## config.mk

```make
export PLATFORM = sky130hd
export DESIGN_NAME = vga_timing_gen_flat
export DESIGN_NICKNAME = d
export VERILOG_FILES = /design/src/rtl/vga_timing_gen_pkg.sv /design/src/rtl/vga_timing_gen_if.sv /design/src/rtl/vga_timing_gen_axis_counter.sv /design/src/rtl/vga_timing_gen.sv /design/src/flat_wrapper.sv
export SDC_FILE = /design/constraint.sdc
export NUM_CORES = 1
export LEC_CHECK = 0
export ABC_AREA = 1
export BUFFER_PORTS_ARGS = -buffer_cell sky130_fd_sc_hd__buf_2
export CORE_AREA = 2 2 77 61
export DETAILED_ROUTE_END_ITERATION = 10
export DIE_AREA = 0 0 79 63
export GPL_ROUTABILITY_DRIVEN = 0
export HOLD_SLACK_MARGIN = 0.02
export PLACE_DENSITY = 0.75
export SYNTH_ARGS = -nofsm -noshare
export SYNTH_HDL_FRONTEND = slang
export SYNTH_SLANG_ARGS = --single-unit
```

## constraint.sdc

```tcl
create_clock -name clk -period 1.94 [get_ports clk]
set_clock_uncertainty 0.1 [all_clocks]
set_input_delay 0.388 -clock clk [delete_from_list [all_inputs] [get_ports clk]]
set_output_delay 0.388 -clock clk [all_outputs]
set_load 0.02 [all_outputs]
```

## src/rtl/vga_timing_gen_pkg.sv

```systemverilog
// vga_timing_pkg: shared constants for the VGA raster timing generator.
//   vga_mode_t   - one complete video mode (active/porch/sync sizes and
//                  sync polarities for both axes)
//   MODE_*       - standard 60 Hz modes: 640x480, 800x600, 1024x768
//   calc_cnt_w() - counter width needed to hold (total - 1)
package vga_timing_pkg;

  typedef struct packed {
    int   h_active;
    int   h_fp;
    int   h_sync;
    int   h_bp;
    int   v_active;
    int   v_fp;
    int   v_sync;
    int   v_bp;
    logic hs_pol;
    logic vs_pol;
  } vga_mode_t;

  localparam vga_mode_t MODE_640X480 = '{
    h_active: 640, h_fp: 16, h_sync: 96, h_bp: 48,
    v_active: 480, v_fp: 10, v_sync: 2,  v_bp: 33,
    hs_pol: 1'b0, vs_pol: 1'b0};

  localparam vga_mode_t MODE_800X600 = '{
    h_active: 800, h_fp: 40, h_sync: 128, h_bp: 88,
    v_active: 600, v_fp: 1,  v_sync: 4,   v_bp: 23,
    hs_pol: 1'b1, vs_pol: 1'b1};

  localparam vga_mode_t MODE_1024X768 = '{
    h_active: 1024, h_fp: 24, h_sync: 136, h_bp: 160,
    v_active: 768,  v_fp: 3,  v_sync: 6,   v_bp: 29,
    hs_pol: 1'b0, vs_pol: 1'b0};

  // A counter of $clog2(total) bits holds total-1; a width of at least one
  // bit is kept for degenerate single-position axes.
  function automatic int calc_cnt_w(input int total);
    return (total <= 2) ? 1 : $clog2(total);
  endfunction

endpackage

```

## src/rtl/vga_timing_gen_if.sv

```systemverilog
// vga_timing_gen_if: bundle between the timing generator and the video
// pipeline stages that consume its raster position.
//   en                  - pixel advance enable (consumer -> generator)
//   hcount/vcount       - raster position
//   hsync/vsync         - sync levels (polarity set by the generator)
//   hblnk/vblnk/de      - blanking and data-enable levels
//   line_start          - one-clock strobe at the first pixel of a line
//   frame_start         - one-clock strobe at the first pixel of a frame
//   frame_cnt           - frame number, only with VGA_TIMING_FRAME_CNT_EN
// Modports: master = generator side, slave = consumer side.
interface vga_timing_gen_if #(
  parameter int CNT_W = 11
`ifdef VGA_TIMING_FRAME_CNT_EN
  , parameter int FCNT_W = 8
`endif
);

  logic             en;
  logic [CNT_W-1:0] hcount;
  logic [CNT_W-1:0] vcount;
  logic             hsync;
  logic             vsync;
  logic             hblnk;
  logic             vblnk;
  logic             de;
  logic             line_start;
  logic             frame_start;
`ifdef VGA_TIMING_FRAME_CNT_EN
  logic [FCNT_W-1:0] frame_cnt;

  modport master (input en, output hcount, vcount, hsync, vsync, hblnk, vblnk,
                  de, line_start, frame_start, frame_cnt);
  modport slave  (output en, input hcount, vcount, hsync, vsync, hblnk, vblnk,
                  de, line_start, frame_start, frame_cnt);
`else
  modport master (input en, output hcount, vcount, hsync, vsync, hblnk, vblnk,
                  de, line_start, frame_start);
  modport slave  (output en, input hcount, vcount, hsync, vsync, hblnk, vblnk,
                  de, line_start, frame_start);
`endif

endinterface

```

## src/rtl/vga_timing_gen_axis_counter.sv

```systemverilog
// vga_axis_counter: one raster axis (horizontal or vertical).
//   clk, rst_n  - clock, asynchronous active-low reset
//   step        - advance the position by one on this edge
//   count       - registered position, 0..TOTAL-1
//   sync        - registered sync level (POL while inside the sync window)
//   blank       - registered blank level (count >= ACTIVE)
//   blank_next  - value blank takes on the coming edge (for derived flops)
//   wrap        - current position is the last one (or out of range), so
//                 the next step returns to 0
module vga_axis_counter
  import vga_timing_pkg::*;
#(
  parameter int   CNT_W  = 11,
  parameter int   ACTIVE = 800,
  parameter int   FP     = 40,
  parameter int   SYNC   = 128,
  parameter int   BP     = 88,
  parameter logic POL    = 1'b1
) (
  input  logic             clk,
  input  logic             rst_n,
  input  logic             step,
  output logic [CNT_W-1:0] count,
  output logic             sync,
  output logic             blank,
  output logic             blank_next,
  output logic             wrap
);

  localparam int TOTAL = ACTIVE + FP + SYNC + BP;
  localparam logic [CNT_W-1:0] LAST       = CNT_W'(TOTAL - 1);
  localparam logic [CNT_W-1:0] ACT_END    = CNT_W'(ACTIVE);
  localparam logic [CNT_W-1:0] SYNC_START = CNT_W'(ACTIVE + FP);
  localparam logic [CNT_W-1:0] SYNC_END   = CNT_W'(ACTIVE + FP + SYNC);

  logic [CNT_W-1:0] count_q, count_d;
  logic             sync_q, sync_d;
  logic             blank_q, blank_d;

  // Using >= rather than == means a corrupted count beyond the last
  // position still returns to 0 on the next step instead of running on.
  assign wrap = (count_q >= LAST);

  // Next position plus the levels decoded from it, so sync and blank land
  // in the same cycle as the count they describe. Without a step all hold.
  always_comb begin
    count_d = count_q;
    sync_d  = sync_q;
    blank_d = blank_q;
    if (step) begin
      count_d = wrap ? '0 : count_q + CNT_W'(1);
      blank_d = (count_d >= ACT_END);
      sync_d  = ((count_d >= SYNC_START) && (count_d < SYNC_END)) ? POL : ~POL;
    end
  end

  // Axis state registers; reset puts the axis at position 0 with sync
  // inactive and blank low.
  always_ff @(posedge clk or negedge rst_n) begin
    if (!rst_n) begin
      count_q <= '0;
      sync_q  <= ~POL;
      blank_q <= 1'b0;
    end else begin
      count_q <= count_d;
      sync_q  <= sync_d;
      blank_q <= blank_d;
    end
  end

  assign count      = count_q;
  assign sync       = sync_q;
  assign blank      = blank_q;
  assign blank_next = blank_d;

endmodule

```

## src/rtl/vga_timing_gen.sv

```systemverilog
// vga_timing_gen: parametrised VGA raster timing generator.
//   clk    - pixel-domain clock
//   rst_n  - asynchronous active-low reset
//   vid    - vga_timing_gen_if.master: en in; hcount, vcount, hsync, vsync,
//            hblnk, vblnk, de, line_start, frame_start (and frame_cnt) out
// All outputs are registered and mutually aligned. The mode defaults to
// 800x600@60; other modes come from the MODE_* sets in vga_timing_pkg.
// Optional feature: define VGA_TIMING_FRAME_CNT_EN to add the frame_cnt
// output, which increments with every frame_start and wraps at 2^FCNT_W.
module vga_timing_gen
  import vga_timing_pkg::*;
#(
  parameter int   CNT_W    = 11,
  parameter int   H_ACTIVE = MODE_800X600.h_active,
  parameter int   H_FP     = MODE_800X600.h_fp,
  parameter int   H_SYNC   = MODE_800X600.h_sync,
  parameter int   H_BP     = MODE_800X600.h_bp,
  parameter int   V_ACTIVE = MODE_800X600.v_active,
  parameter int   V_FP     = MODE_800X600.v_fp,
  parameter int   V_SYNC   = MODE_800X600.v_sync,
  parameter int   V_BP     = MODE_800X600.v_bp,
  parameter logic HS_POL   = MODE_800X600.hs_pol,
  parameter logic VS_POL   = MODE_800X600.vs_pol,
  parameter int   FCNT_W   = 8
) (
  input  logic               clk,
  input  logic               rst_n,
  vga_timing_gen_if.master   vid
);

  localparam int H_TOTAL = H_ACTIVE + H_FP + H_SYNC + H_BP;
  localparam int V_TOTAL = V_ACTIVE + V_FP + V_SYNC + V_BP;

  if ((H_ACTIVE < 1) || (H_FP < 1) || (H_SYNC < 1) || (H_BP < 1) ||
      (V_ACTIVE < 1) || (V_FP < 1) || (V_SYNC < 1) || (V_BP < 1)) begin : g_bad_sizes
    $fatal(1, "vga_timing_gen: every active/porch/sync size must be >= 1");
  end
  if ((CNT_W < calc_cnt_w(H_TOTAL)) || (CNT_W < calc_cnt_w(V_TOTAL))) begin : g_bad_cnt_w
    $fatal(1, "vga_timing_gen: CNT_W cannot hold H_TOTAL-1 / V_TOTAL-1");
  end
  if (FCNT_W < 1) begin : g_bad_fcnt_w
    $fatal(1, "vga_timing_gen: FCNT_W must be >= 1");
  end

  logic h_wrap, v_wrap;
  logic h_blank_next, v_blank_next;
  logic v_step;

  // The vertical axis advances only on the step that ends a line.
  assign v_step = vid.en & h_wrap;

  vga_axis_counter #(
    .CNT_W(CNT_W), .ACTIVE(H_ACTIVE), .FP(H_FP), .SYNC(H_SYNC), .BP(H_BP), .POL(HS_POL)
  ) u_h_axis (
    .clk        (clk),
    .rst_n      (rst_n),
    .step       (vid.en),
    .count      (vid.hcount),
    .sync       (vid.hsync),
    .blank      (vid.hblnk),
    .blank_next (h_blank_next),
    .wrap       (h_wrap)
  );

  vga_axis_counter #(
    .CNT_W(CNT_W), .ACTIVE(V_ACTIVE), .FP(V_FP), .SYNC(V_SYNC), .BP(V_BP), .POL(VS_POL)
  ) u_v_axis (
    .clk        (clk),
    .rst_n      (rst_n),
    .step       (v_step),
    .count      (vid.vcount),
    .sync       (vid.vsync),
    .blank      (vid.vblnk),
    .blank_next (v_blank_next),
    .wrap       (v_wrap)
  );

  logic de_q, de_d;
  logic line_start_q, line_start_d;
  logic frame_start_q, frame_start_d;

  // Strobes fire only for an enabled step that lands on hcount 0 (and
  // vcount 0 for a frame); an idle cycle clears them. de is decoded from
  // the next blank values so it stays aligned with the counters.
  always_comb begin
    line_start_d  = vid.en & h_wrap;
    frame_start_d = line_start_d & v_wrap;
    de_d          = ~(h_blank_next | v_blank_next);
  end

  // Strobe and data-enable registers.
  always_ff @(posedge clk or negedge rst_n) begin
    if (!rst_n) begin
      de_q          <= 1'b1;
      line_start_q  <= 1'b0;
      frame_start_q <= 1'b0;
    end else begin
      de_q          <= de_d;
      line_start_q  <= line_start_d;
      frame_start_q <= frame_start_d;
    end
  end

  assign vid.de          = de_q;
  assign vid.line_start  = line_start_q;
  assign vid.frame_start = frame_start_q;

`ifdef VGA_TIMING_FRAME_CNT_EN
  logic [FCNT_W-1:0] frame_cnt_q, frame_cnt_d;

  // Frame number moves in the same edge that raises frame_start and wraps
  // naturally at the register width.
  always_comb begin
    frame_cnt_d = frame_cnt_q;
    if (frame_start_d) frame_cnt_d = frame_cnt_q + FCNT_W'(1);
  end

  // Frame counter register.
  always_ff @(posedge clk or negedge rst_n) begin
    if (!rst_n) frame_cnt_q <= '0;
    else        frame_cnt_q <= frame_cnt_d;
  end

  assign vid.frame_cnt = frame_cnt_q;
`endif

endmodule

```

## src/flat_wrapper.sv

```systemverilog
// flat-port wrapper written by rule: the top's interface ports become plain ports
module vga_timing_gen_flat import vga_timing_pkg::*;
#(
  parameter int   CNT_W    = 11,
  parameter int   H_ACTIVE = MODE_800X600.h_active,
  parameter int   H_FP     = MODE_800X600.h_fp,
  parameter int   H_SYNC   = MODE_800X600.h_sync,
  parameter int   H_BP     = MODE_800X600.h_bp,
  parameter int   V_ACTIVE = MODE_800X600.v_active,
  parameter int   V_FP     = MODE_800X600.v_fp,
  parameter int   V_SYNC   = MODE_800X600.v_sync,
  parameter int   V_BP     = MODE_800X600.v_bp,
  parameter logic HS_POL   = MODE_800X600.hs_pol,
  parameter logic VS_POL   = MODE_800X600.vs_pol,
  parameter int   FCNT_W   = 8
)
  (clk, rst_n, vid_en, vid_hcount, vid_vcount, vid_hsync, vid_vsync, vid_hblnk, vid_vblnk, vid_de, vid_line_start, vid_frame_start);
  vga_timing_gen_if #(.CNT_W(CNT_W)) vid_i ();
  input  logic clk;
  input  logic rst_n;
  input wire logic [$bits(vid_i.en)-1:0] vid_en;
  output wire logic [$bits(vid_i.hcount)-1:0] vid_hcount;
  output wire logic [$bits(vid_i.vcount)-1:0] vid_vcount;
  output wire logic [$bits(vid_i.hsync)-1:0] vid_hsync;
  output wire logic [$bits(vid_i.vsync)-1:0] vid_vsync;
  output wire logic [$bits(vid_i.hblnk)-1:0] vid_hblnk;
  output wire logic [$bits(vid_i.vblnk)-1:0] vid_vblnk;
  output wire logic [$bits(vid_i.de)-1:0] vid_de;
  output wire logic [$bits(vid_i.line_start)-1:0] vid_line_start;
  output wire logic [$bits(vid_i.frame_start)-1:0] vid_frame_start;
  assign vid_i.en = vid_en;
  assign vid_hcount = vid_i.hcount;
  assign vid_vcount = vid_i.vcount;
  assign vid_hsync = vid_i.hsync;
  assign vid_vsync = vid_i.vsync;
  assign vid_hblnk = vid_i.hblnk;
  assign vid_vblnk = vid_i.vblnk;
  assign vid_de = vid_i.de;
  assign vid_line_start = vid_i.line_start;
  assign vid_frame_start = vid_i.frame_start;
  vga_timing_gen #(.CNT_W(CNT_W), .H_ACTIVE(H_ACTIVE), .H_FP(H_FP), .H_SYNC(H_SYNC), .H_BP(H_BP), .V_ACTIVE(V_ACTIVE), .V_FP(V_FP), .V_SYNC(V_SYNC), .V_BP(V_BP), .HS_POL(HS_POL), .VS_POL(VS_POL), .FCNT_W(FCNT_W)) u_core (.clk(clk), .rst_n(rst_n), .vid(vid_i));
endmodule
```

==> impl_metrics.ini, run 1 <==
[clock_tree]
clock_latency_ns = 0.28
cts_tree = built
htree_levels = 2
root_buffer = clkbuf_8
cts.sinks = 29
path_clk_slew_ns = 0.06
cts_buffers = 5
clk_path_buf_depth = 2

[cells_and_area]
layout-area-overhead-vs-synth_pct = 25.2
n_antenna_cell = 0
finalCoreUtilization_pct = 53.9
fillers = 401
drive_gt1_share_pct = 27.5
layout.nets = 309

[logic_synthesis]
synth_area_leaders = dfrtp_1 (38%), nand2_1 (18%), nor2_1 (6.5%), inv_1 (6.1%), nand3_1 (5.2%)
async_flop_share_pct = 100
yosysTopAreaCellShare_pct = 38.2
yosys_warnings = 0
synth_top_cell_by_area = dfrtp_1
synth_edf_count = 0
synthesis.nets = 264
synth_flop_cell = dfrtp_1
synthMostInstantiatedCell = nand2_1
syn-instance-count = 259
synth.distinct_cells = 30
synth_top_cells_by_count = nand2_1 (86), nor2_1 (32), inv_1 (30)
ys_seq_area_share_pct = 39.6
syn_area_per_cell_um2 = 7.08
yosys_register_bits = 29
synth_area_um2 = 1830

[worst_setup_path]
worstSetupPathType = reg2reg
timing.rr.end = u_core.vid.de
r2r_cells = 11
crit_required_ns = 2.04
cp.arrival_ns = 1.92
cp_max_fo = 5
crit-reg2reg-launch = u_core.u_h_axis.count[0]
worstSetupEndpointType = flip-flop
r2r_slack_ns = 0.13
critPathLaunchType = flip-flop

[global_routing]
overflow = 0
grt_max_degree = 30
grt_pass1_wl_um = 7020
antenna_found_initial = 0
grt_pass1_vias = 1516
grt_usage_pct = 17.7

[power_and_ir_drop]
vdd_drop_max_uv = 591
p_per_area_nw_per_um2 = 1500
p_leak_uw = 0.00123
total_power_uw = 3450

[sta]
final-setup-viol-count = 0
period_share_pct = 93.4
relSlewSlack_pct = 56.3
grt_setup_unrepaired = true
drv_slew = 0
finalHoldViolations = 0
max_freq_mhz = 552
period_needed_ns = 1.81
worst_pin_slew_ns = 0.656

[route]
drc_errors = 0
first_pass_iters = 4
drtIter0Drc = 95
routed_wirelength_um = 4320
vias = 1741
vias_per_cell = 4.81
wire_per_inst_um = 11.9
antenna_left = 0

[flow_run]
drv_cap = 0

[min_path]
hp-class = in2async

[place]
hpwl_um = 3070
portBuffers = 31

[floorplanning]
pin_count = 32
core_area_um2 = 4260
die_area_um2 = 4980
rows = 21
start_util_pct = 43.1
die_y_um = 63
die_w_um = 79

[status]
outcome = complete, no violations
[logic make-up (layout without fill, tap and decap cells)]
logic type      Yosys count  after routing  synth area share, %
simple gates            157            157                 38.9
compound gates           28             28                 9.14
flops                    29             29                 39.6
buf+inv                  37             83                 8.05
fa+ha+maj                 2              2                 1.36
xor+xnor                  6              6                 2.86
[through the flow]
stage          TNS (ns)  instance area, um2  cells  hold slack, ns  worst slack, ns
2_1_floorplan         0                1830    259        -0.00759            0.117
3_3_place_gp          0                2070    347           0.360            0.106
3_5_place_dp          0                2070    347           0.365           0.0452
6_report              0                2300    362          0.0364            0.129
4_1_cts               0                2180    355          0.0604           0.0318
5_1_grt         -0.0593                2300    362          0.0880          -0.0394
[power by group]
part | internal [uW] | switching, uW | total [uW]
sequential | 817 | 236 | 1050
combinational | 650 | 1110 | 1760
clock | 418 | 225 | 643
total | 1880 | 1570 | 3450
[what timing repair did]
action | CTS | global route
buffers inserted | 0 | 7
hold buffers | 0 | 0
setup endpoints to repair | 0 | 12
resized for setup | 0 | 18
[state kept, by name, summed over array words and instances, names as in the netlist]
register and count:
u_core.vid.de 1, u_core.u_h_axis.sync 1, u_core.u_h_axis.count 11, u_core.u_v_axis.sync 1
u_core.u_h_axis.blank 1, u_core.u_v_axis.blank 1, u_core.u_v_axis.count 11, u_core.vid.frame_start 1
u_core.vid.line_start 1
[cell usage in the layout (no fill, tap or decap), types with 3 or more instances in the layout]
cell type,netlist,layout
a21oi_1,4,3
buf_2,1,31
buf_4,0,9
clkbuf_8,0,6
dfrtp_1,28,27
inv_1,30,29
inv_2,3,3
nand2_1,86,84
nand2_2,4,6
nand3_1,19,19
nand4_1,4,4
nor2_1,32,27
nor2_2,3,7
nor2_4,2,3
o21ai_0,14,12
o21ai_1,1,3
o21bai_1,3,3
xor2_1,6,6
[critical path, stage by stage (launching register included)]
cell and delay [ns]:
dfrtp_2 0.44, ha_2 0.21, nand2_2 0.13, nand2_1 0.07, nand4_1 0.08, nand2_1 0.13
nor2_2 0.19, nand2_2 0.08, inv_2 0.06, nand2_1 0.06, a21oi_2 0.16, nor2_2 0.05
[per-layer routing]
layer	GRT usage, %	wire, um	vias up
li1	-	-	905
met1	25.8	2100	783
met2	25.6	1950	49
met3	4.19	231	4
met4	6.03	39	0
met5	0	0	-
[how the worst max path moves through the flow]
stage / startpoint / end / slack [ns] / cells past startpoint
after floorplan: u_core.u_h_axis.count[0] / u_core.vid.de / 0.12 / 11
after global placement: u_core.u_h_axis.count[0] / u_core.vid.de / 0.11 / 11
after detailed placement: u_core.u_h_axis.count[0] / u_core.u_v_axis.sync / 0.05 / 11
after CTS: u_core.u_h_axis.count[0] / u_core.u_v_axis.sync / 0.03 / 11
after global routing: u_core.u_h_axis.count[1] / u_core.u_h_axis.sync / -0.04 / 10
final: u_core.u_h_axis.count[0] / u_core.vid.de / 0.13 / 11
[layout make-up]
cell class                 count  area (um2)  share of cell area [%]
sequential                    29         728                    31.7
timing repair buffer          42         254                    11.1
tap                           57        71.3                    3.11
clock inverter                 1        30.0                    1.31
inverter                      33         126                    5.50
clock buffer                   7        86.3                    3.76
multi-input combinational    193        1000                    43.5
No activity file was read; power rests on OpenSTA's default activity.
==> run 2: changes to the inputs <==
CTS_BUF_LIST = sky130_fd_sc_hd__clkbuf_8   (was default)
==> run 2 against run 1 <==
  * Utilization did not move
  * Routed wire length rose by 0.58%
  * Total power barely moved
  * Global-route usage unchanged
  * Sequential cell count is the same
  * Sequential power about the same
  * Via count rose by 0.40%
  * Non-clock buffer count unchanged
  * Maximum frequency is essentially flat
  * Highest routed layer unchanged
==> impl_metrics.ini, run 2 (synthesized netlist as in run 1, its figures left out) <==
[status]
outcome = complete, no violations

[clock_tree]
clk_path_buf_depth = 2
htree_levels = 2
root_buffer = clkbuf_8
clock_latency_ns = 0.28
path_clk_slew_ns = 0.06
cts_tree = built
cts.sinks = 29
hold_buffers = 0
cts_buffers = 5

[sta]
hold_ws_ns = 0.0378
drv_slew = 0
layout_setup_ws_ns = 0.130
relSlewSlack_pct = 56.3
max_freq_mhz = 552
worst_pin_slew_ns = 0.655
period_needed_ns = 1.81
finalHoldViolations = 0
final-setup-viol-count = 0
period_share_pct = 93.3
grt_setup_unrepaired = true

[power_and_ir_drop]
p_leak_uw = 0.00123
p_per_area_nw_per_um2 = 1500
vdd_drop_max_uv = 592

[floorplanning]
die_w_um = 79
pin_count = 32
die_y_um = 63
core_area_um2 = 4260
rows = 21
die_area_um2 = 4980
start_util_pct = 43.1

[cells_and_area]
seq_area_um2 = 728
fillers = 401
layout_common_cells = nand2_1 (84), buf_2 (31), inv_1 (30)
n_antenna_cell = 0
layout-area-overhead-vs-synth_pct = 25.2
drive_gt1_share_pct = 27.5
final_common_cell = nand2_1
layout.nets = 309
multi_input_area_um2 = 1000

[route]
routed_wirelength_um = 4340
vias = 1748
wire_per_inst_um = 12.0
drtIter0Drc = 98
vias_per_cell = 4.83
drc_errors = 0
first_pass_iters = 4
antenna_left = 0

[global_routing]
grt_usage_pct = 17.7
antenna_found_initial = 0
grt_pass1_vias = 1516
grt_max_degree = 30
overflow = 0
grt_pass1_wl_um = 7020

[worst_setup_path]
worstSetupEndpointType = flip-flop
cp_max_fo = 5
worstSetupPathType = reg2reg
cp.arrival_ns = 1.91
crit-reg2reg-launch = u_core.u_h_axis.count[0]
r2r_slack_ns = 0.13
r2r_cells = 11
timing.rr.end = u_core.vid.de
critPathLaunchType = flip-flop
crit_required_ns = 2.04

[place]
hpwl_um = 3070
pre_cts_ws_ns = 0.0452
portBuffers = 31

[flow_run]
drv_cap = 0

[min_path]
hp-class = in2async
## run 2: cell types whose count changed in the layout (fill, tap and decap cells not counted)
cell,previous run,this run
clkbuf_1,1,0
inv_1,29,30
## run 2: worst max-delay path by stage
| stage | from | endpoint | slack [ns] | cells past startpoint |
|---|---|---|---|---|
| 6_report | u_core.u_h_axis.count[0] | u_core.vid.de | 0.13 | 11 |
| 5_1_grt | u_core.u_h_axis.count[1] | u_core.u_h_axis.sync | -0.04 | 10 |
| 4_1_cts | u_core.u_h_axis.count[0] | u_core.u_v_axis.sync | 0.03 | 11 |
| 3_5_place_dp | u_core.u_h_axis.count[0] | u_core.u_v_axis.sync | 0.05 | 11 |
| 3_3_place_gp | u_core.u_h_axis.count[0] | u_core.vid.de | 0.11 | 11 |
| 2_1_floorplan | u_core.u_h_axis.count[0] | u_core.vid.de | 0.12 | 11 |
## run 2: critical path, stage by stage (launching register included)
cell and delay (ns):
dfrtp_2 0.44, ha_2 0.20, nand2_2 0.13, nand2_1 0.07, nand4_1 0.08, nand2_1 0.13
nor2_2 0.19, nand2_2 0.08, inv_2 0.06, nand2_1 0.06, a21oi_2 0.16, nor2_2 0.05
## run 2: final cells by class
cell class / count / share of cell area (%)
clock inverters: 2 / 1.47
repair buffers: 42 / 11.1
clock buffers: 6 / 3.60
well taps: 57 / 3.11
multi-input cells: 193 / 43.5
inverters: 33 / 5.50
flip-flops and latches: 29 / 31.7
## run 2: what timing repair did
item	in CTS	in global routing
buffers inserted	0	7
resized for setup	0	18
endpoints found under the setup margin	0	12
## run 2: per-stage QoR
stage	cell area, um2	TNS (ns)	util [%]	total power (uW)	std cells
after CTS	2180	0	51.3	3260	355
final	2300	0	53.9	3450	362
after floorplan	1830	0	-	2150	259
after global routing	2300	-0.0593	53.9	3720	362
after global placement	2070	0	48.6	2580	347
after detailed placement	2070	0	48.6	2600	347
## run 2: report_power, final
part	switching, uW	internal, uW	leakage [uW]	total (uW)
registers	236	817	0.000380	1050
clock network	224	413	0.0000626	637
logic	1110	650	0.000787	1760
total	1570	1880	0.00123	3450
## run 2: per-layer routing
layer  share of wire [%]  GRT usage (%)  vias to the layer above
li1                    -              -                      903
met1                  48           25.8                      787
met2                  45           25.6                       52
met3                 6.1           4.19                        6
met4                 1.3           6.03                        0
met5                   0              0                        -
